===== config.mk =====
export PLATFORM = sky130hd
export DESIGN_NAME = uart_rx_engine
export DESIGN_NICKNAME = d
export VERILOG_FILES = /design/src/rtl/uart_rx_engine.sv
export SDC_FILE = /design/constraint.sdc
export NUM_CORES = 1
export LEC_CHECK = 0
export ABC_AREA = 1
export BUFFER_PORTS_ARGS = -buffer_cell sky130_fd_sc_hd__buf_2
export CORE_ASPECT_RATIO = 0.9
export CORE_MARGIN = 10
export CORE_UTILIZATION = 45
export DETAILED_ROUTE_END_ITERATION = 7
export GPL_TIMING_DRIVEN = 0
export HOLD_SLACK_MARGIN = 0.08
export PLACE_DENSITY = 0.74
export SLEW_MARGIN = 25
export SYNTH_ARGS = -nofsm -noshare
export SYNTH_HDL_FRONTEND = slang
export SYNTH_SLANG_ARGS = --single-unit

===== constraint.sdc =====
create_clock -name clk -period 1.7 [get_ports clk]
set_clock_uncertainty 0.15 [all_clocks]
set_input_delay 0.255 -clock clk [delete_from_list [all_inputs] [get_ports clk]]
set_output_delay 0.255 -clock clk [all_outputs]
set_load 0.05 [all_outputs]

===== src/rtl/uart_rx_engine.sv =====
`default_nettype none
// ============================================================================
// Module   : uart_rx_engine
// Brief    : 16x-oversampled UART receiver (7/8 data bits, optional parity)
//            with sticky parity/framing/overflow status.
//            Optional macro RX_GLITCH_FILTER_EN inserts a 3-tick majority filter.
// Revision : 1.0 - initial release
// ============================================================================
module uart_rx_engine #(
   parameter bit SYNC_RESET = 1'b0
) (
   input  logic       clk,
   input  logic       reset_n,
   input  logic       baud_clock,
   input  logic       rx,
   input  logic       bit8,
   input  logic       parity_en,
   input  logic       odd_n_even,
   input  logic       read_rx_byte,
   output logic [7:0] rx_byte,
   output logic       rx_ready,
   output logic       parity_err,
   output logic       framing_err,
   output logic       overflow
);

   localparam logic [2:0] S_IDLE   = 3'd0;
   localparam logic [2:0] S_START  = 3'd1;
   localparam logic [2:0] S_DATA   = 3'd2;
   localparam logic [2:0] S_PARITY = 3'd3;
   localparam logic [2:0] S_STOP   = 3'd4;

   logic       w_arst_n;
   logic       w_srst;

   generate
      if (SYNC_RESET) begin : g_sync_rst
         assign w_arst_n = 1'b1;
         assign w_srst   = ~reset_n;
      end else begin : g_async_rst
         assign w_arst_n = reset_n;
         assign w_srst   = 1'b0;
      end
   endgenerate

   logic       rx_meta_q, rx_meta_d;
   logic       rx_s_q,    rx_s_d;
   logic [2:0] state_q,   state_d;
   logic [3:0] samp_cnt_q, samp_cnt_d;
   logic [2:0] bit_cnt_q,  bit_cnt_d;
   logic [7:0] shift_q,    shift_d;
   logic       par_bit_q,  par_bit_d;
   logic       stop_bit_q, stop_bit_d;
   logic       load_pend_q, load_pend_d;
   logic [7:0] rx_byte_q,  rx_byte_d;
   logic       rx_ready_q, rx_ready_d;
   logic       perr_q,     perr_d;
   logic       ferr_q,     ferr_d;
   logic       ovf_q,      ovf_d;

   logic       w_rx;
   logic [2:0] w_last_bit;
   logic [7:0] w_data;
   logic       w_perr;

`ifdef RX_GLITCH_FILTER_EN
   logic [2:0] flt_q, flt_d;
   assign w_rx = (flt_q[0] & flt_q[1]) | (flt_q[0] & flt_q[2]) | (flt_q[1] & flt_q[2]);
`else
   assign w_rx = rx_s_q;
`endif

   assign w_last_bit = bit8 ? 3'd7 : 3'd6;
   // 7-bit characters land in shift_q[7:1] after seven right shifts
   assign w_data     = bit8 ? shift_q : {1'b0, shift_q[7:1]};
   assign w_perr     = parity_en & (^w_data ^ par_bit_q ^ odd_n_even);

   always_comb begin
      rx_meta_d   = rx;
      rx_s_d      = rx_meta_q;
      state_d     = state_q;
      samp_cnt_d  = samp_cnt_q;
      bit_cnt_d   = bit_cnt_q;
      shift_d     = shift_q;
      par_bit_d   = par_bit_q;
      stop_bit_d  = stop_bit_q;
      load_pend_d = 1'b0;
      rx_byte_d   = rx_byte_q;
      rx_ready_d  = rx_ready_q;
      perr_d      = perr_q;
      ferr_d      = ferr_q;
      ovf_d       = ovf_q;
`ifdef RX_GLITCH_FILTER_EN
      flt_d       = baud_clock ? {flt_q[1:0], rx_s_q} : flt_q;
`endif

      if (baud_clock) begin
         case (state_q)
            S_IDLE: begin
               samp_cnt_d = 4'd0;
               if (!w_rx) state_d = S_START;
            end
            S_START: begin
               if (samp_cnt_q == 4'd7) begin
                  samp_cnt_d = 4'd0;
                  bit_cnt_d  = 3'd0;
                  state_d    = w_rx ? S_IDLE : S_DATA;
               end else begin
                  samp_cnt_d = samp_cnt_q + 4'd1;
               end
            end
            S_DATA: begin
               samp_cnt_d = samp_cnt_q + 4'd1;
               if (samp_cnt_q == 4'd15) begin
                  shift_d   = {w_rx, shift_q[7:1]};
                  bit_cnt_d = bit_cnt_q + 3'd1;
                  if (bit_cnt_q == w_last_bit) state_d = parity_en ? S_PARITY : S_STOP;
               end
            end
            S_PARITY: begin
               samp_cnt_d = samp_cnt_q + 4'd1;
               if (samp_cnt_q == 4'd15) begin
                  par_bit_d = w_rx;
                  state_d   = S_STOP;
               end
            end
            S_STOP: begin
               samp_cnt_d = samp_cnt_q + 4'd1;
               if (samp_cnt_q == 4'd15) begin
                  stop_bit_d  = w_rx;
                  load_pend_d = 1'b1;
                  state_d     = S_IDLE;
               end
            end
            default: state_d = S_IDLE;
         endcase
      end

      // A read clears status first so a coincident load overrides it
      if (read_rx_byte) begin
         rx_ready_d = 1'b0;
         perr_d     = 1'b0;
         ferr_d     = 1'b0;
         ovf_d      = 1'b0;
      end
      if (load_pend_q) begin
         if (!rx_ready_q || read_rx_byte) begin
            rx_byte_d  = w_data;
            rx_ready_d = 1'b1;
            perr_d     = w_perr;
         end else begin
            ovf_d = 1'b1;
         end
         if (!stop_bit_q) ferr_d = 1'b1;
      end

      if (w_srst) begin
         rx_meta_d   = 1'b1;
         rx_s_d      = 1'b1;
         state_d     = S_IDLE;
         samp_cnt_d  = 4'd0;
         bit_cnt_d   = 3'd0;
         shift_d     = 8'h00;
         par_bit_d   = 1'b0;
         stop_bit_d  = 1'b1;
         load_pend_d = 1'b0;
         rx_byte_d   = 8'h00;
         rx_ready_d  = 1'b0;
         perr_d      = 1'b0;
         ferr_d      = 1'b0;
         ovf_d       = 1'b0;
`ifdef RX_GLITCH_FILTER_EN
         flt_d       = 3'b111;
`endif
      end
   end

   always_ff @(posedge clk or negedge w_arst_n) begin
      if (!w_arst_n) begin
         rx_meta_q   <= 1'b1;
         rx_s_q      <= 1'b1;
         state_q     <= S_IDLE;
         samp_cnt_q  <= 4'd0;
         bit_cnt_q   <= 3'd0;
         shift_q     <= 8'h00;
         par_bit_q   <= 1'b0;
         stop_bit_q  <= 1'b1;
         load_pend_q <= 1'b0;
         rx_byte_q   <= 8'h00;
         rx_ready_q  <= 1'b0;
         perr_q      <= 1'b0;
         ferr_q      <= 1'b0;
         ovf_q       <= 1'b0;
`ifdef RX_GLITCH_FILTER_EN
         flt_q       <= 3'b111;
`endif
      end else begin
         rx_meta_q   <= rx_meta_d;
         rx_s_q      <= rx_s_d;
         state_q     <= state_d;
         samp_cnt_q  <= samp_cnt_d;
         bit_cnt_q   <= bit_cnt_d;
         shift_q     <= shift_d;
         par_bit_q   <= par_bit_d;
         stop_bit_q  <= stop_bit_d;
         load_pend_q <= load_pend_d;
         rx_byte_q   <= rx_byte_d;
         rx_ready_q  <= rx_ready_d;
         perr_q      <= perr_d;
         ferr_q      <= ferr_d;
         ovf_q       <= ovf_d;
`ifdef RX_GLITCH_FILTER_EN
         flt_q       <= flt_d;
`endif
      end
   end

   assign rx_byte     = rx_byte_q;
   assign rx_ready    = rx_ready_q;
   assign parity_err  = perr_q;
   assign framing_err = ferr_q;
   assign overflow    = ovf_q;

endmodule
`default_nettype wire


==> results.cfg <==
[global_routing]
grt_pass1_vias = 1333
grt_pass1_wl_um = 5830
antenna_found_initial = 0
grt_start_max_net_pins = 36
grt.total_usage_pct = 10.59
grt_overflow = 0

[worst_hold_path]
hp-start = read_rx_byte
hold_end = framing_err
hold_class = primary input to flip-flop
holdPathStages = 4

[synth]
synthTopCellsByCount = nand2_1 (63), dfrtp_1 (32), inv_1 (26), o21ai_1 (26), nand3_1 (11)
ys.flop_type = dfrtp_1
synth_top_area_share_pct = 45.07
syn-num-nets = 231
yosysWarnings = 0
yosysSeqAreaShare_pct = 49.51
synth_area_leaders = dfrtp_1 (45%), nand2_1 (13%), o21ai_1 (7.3%), inv_1 (5.5%), dfstp_2 (4.4%)
async_reset_ff_share_pct = 100.0
yosys.area.top_type = dfrtp_1
netlist_area_um2 = 1777
synth.ff_latch_count = 35
ys_types = 32
synth.avg_cell_area_um2 = 8.039
synthCells = 221
synth_edf_count = 0
synth_most_common_cell = nand2_1

[detailed_routing]
drc = 0
routedWlPerCell_um = 12.17
post_drt_via_cell_ratio = 5.066
first_pass_iters = 4
finalWirelength_um = 3701
vias = 1540
drtIter0Drc = 97
postRouteAntennaNets = 0

[layout]
regArea_um2 = 879.6
layout-drive-gt1-share_pct = 27.13
syn_to_final_growth_pct = 24.72
n_fill_cell = 331
layout.nets = 267
n_antenna_cell = 0
multi_input_comb_area_um2 = 814.5
design_area_um2 = 2216

[clocking]
cts_inserted_buffers = 5
cts_buffer_depth = 2
cts_tree = yes
clk_pin_slew_ps = 60
root_buffer = clkbuf_8
clock_latency_ps = 290
cts.sinks = 35
h-tree-depth = 2

[placed_design]
gp_congestion = 0.8271
placed_cell_area_um2 = 1929
io_buffers = 19
hpwl_um = 2605

[setup_path]
rr_startpoint = samp_cnt_q[0]
critPathCaptureType = flip-flop
crit_fanout = 6
slowest_stage = dfrtp_1
crit_path_start_kind = flip-flop
path_class = flip-flop to flip-flop
max_stage_delay_ps = 390
r2r_cells = 8
worst_ep_arrival_time_ps = 1700
reg2reg_slack_ps = 70
required_ps = 1770
cp_cell_sequence = ha_2 -> nand2_4 -> nor2_4 -> inv_2 -> nor2_4 -> nand2_4 -> clkbuf_16 -> o21ai_2
crit-reg2reg-capture = shift_q[5]

[job]
cap_violations = 0

[floorplanning]
core_area_um2 = 3757
die_h_um = 79.61
pin_count = 20
dieArea_um2 = 6865
dieWidth_um = 86.24
placementRows = 21
initial_core_util_pct = 47.29

[power]
vdd_ir_drop_max_mv = 0.4207
leakagePower_nw = 1.109
powerDensity_nw_per_um2 = 1016

[sta]
finalSetupTns_ps = 0
fmax_mhz = 611.7
final_max_slew_viol_count = 0
hold_viol_final = 0
period_minus_slack_ps = 1635
maxSlewHeadroom_pct = 48.39
final-setup-viol-count = 0
tightest_slew_ps = 774.2
rsz0062_at_grt = yes
min_period_over_period_pct = 96.17

[run_status]
status = completed
## through the flow
| stage | power, W | instances | setup slack, ps | util [%] | hold slack [ps] |
|---|---|---|---|---|---|
| after floorplan | 0.001337 | 221 | 43.04 | - | -190.6 |
| after global placement | 0.001442 | 286 | 48.23 | 51.35 | 196.3 |
| after detailed placement | 0.001452 | 286 | 18.44 | 51.35 | 203.4 |
| after CTS | 0.002235 | 297 | 41.40 | 55.41 | 105.9 |
| after global routing | 0.002380 | 304 | -32.69 | 58.97 | 142.1 |
| final | 0.002251 | 304 | 65.18 | 58.97 | 115.9 |
## placed cells by master, fill, tap and decap left out, types with 2 or more instances in the layout
| cell | instances |
|---|---|
| nand2_1 | 62 |
| dfrtp_1 | 32 |
| inv_1 | 26 |
| buf_2 | 20 |
| o21ai_1 | 19 |
| nand3_1 | 11 |
| o21ai_2 | 9 |
| nor2_1 | 8 |
| o21ai_0 | 8 |
| inv_2 | 7 |
| clkbuf_8 | 6 |
| buf_4 | 5 |
| nor2_4 | 4 |
| nand2_2 | 3 |
| a31oi_1 | 3 |
| dlygate4sd3_1 | 3 |
| dfstp_2 | 3 |
| a21oi_1 | 2 |
| o211ai_1 | 2 |
| nand2_4 | 2 |
| nand4_1 | 2 |
| a21oi_2 | 2 |
## how the worst max path moves through the flow
stage | from | endpoint | slack (ps) | depth (start not counted)
floorplan | rx_ready | parity_err | 40 | 7
global placement | samp_cnt_q[0] | bit_cnt_q[0] | 50 | 8
detailed placement | samp_cnt_q[0] | bit_cnt_q[0] | 20 | 8
CTS | samp_cnt_q[0] | bit_cnt_q[0] | 40 | 8
global route | samp_cnt_q[0] | par_bit_q | -30 | 9
finish | samp_cnt_q[0] | shift_q[5] | 70 | 8
## worst max-delay path, delay by kind of cell, from the launching register on
| kind | cells | cell delay [ps] |
|---|---|---|
| DFF | 1 | 390 |
| AOI/OAI and AO/OA | 1 | 100 |
| adders and majority gates | 1 | 220 |
| buffers and inverters | 2 | 240 |
| and+or+nand+nor | 4 | 460 |
## cell families (layout without fill, tap and decap cells)
| kind of cell | after synthesis | count (layout) | share of synthesized area, % |
|---|---|---|---|
| xor gates and xnor gates | 2 | 2 | 0.9861 |
| and+or+nand+nor | 96 | 97 | 24.15 |
| AOI/OAI and AO/OA | 49 | 49 | 15.42 |
| buffers and inverters | 37 | 73 | 8.521 |
| DFF | 35 | 35 | 49.51 |
| adders and majority gates | 2 | 2 | 1.408 |
## per-layer routing
| metal | track usage [%] | share of wire, % |
|---|---|---|
| met1 | 12.63 | 45 |
| met2 | 16.05 | 46 |
| met3 | 3.776 | 6.4 |
| met4 | 6.311 | 2.9 |
| met5 | 0 | 0 |
## what timing repair did
item,CTS,global route
hold buffers,3,0
gates resized for setup,1,18
pin swaps,0,3
endpoints found under the hold margin,35,0
setup buffers,0,5
cloned,0,2
endpoints found under the setup margin,1,20
## area by class of cell
type                       count  area share, %
buffer                         4          1.412
clock buffer                   6          3.727
clock inverter                 2          1.581
inverter                      33          5.590
multi-input combinational    150          36.76
sequential                    35          39.70
tap                           46          2.597
timing repair buffer          28          8.639
## state kept, by name, summed over array words and instances (netlist names), 3 cells and up
register and count:
rx_byte 8, shift_q 8, samp_cnt_q 4, bit_cnt_q 3, state_q 3
## power breakdown
part,internal (W),switching [W]
logic,0.000181,0.000329
registers,0.000902,0.0000801
clock network,0.000474,0.000284
(Power assumes the default switching activity.)
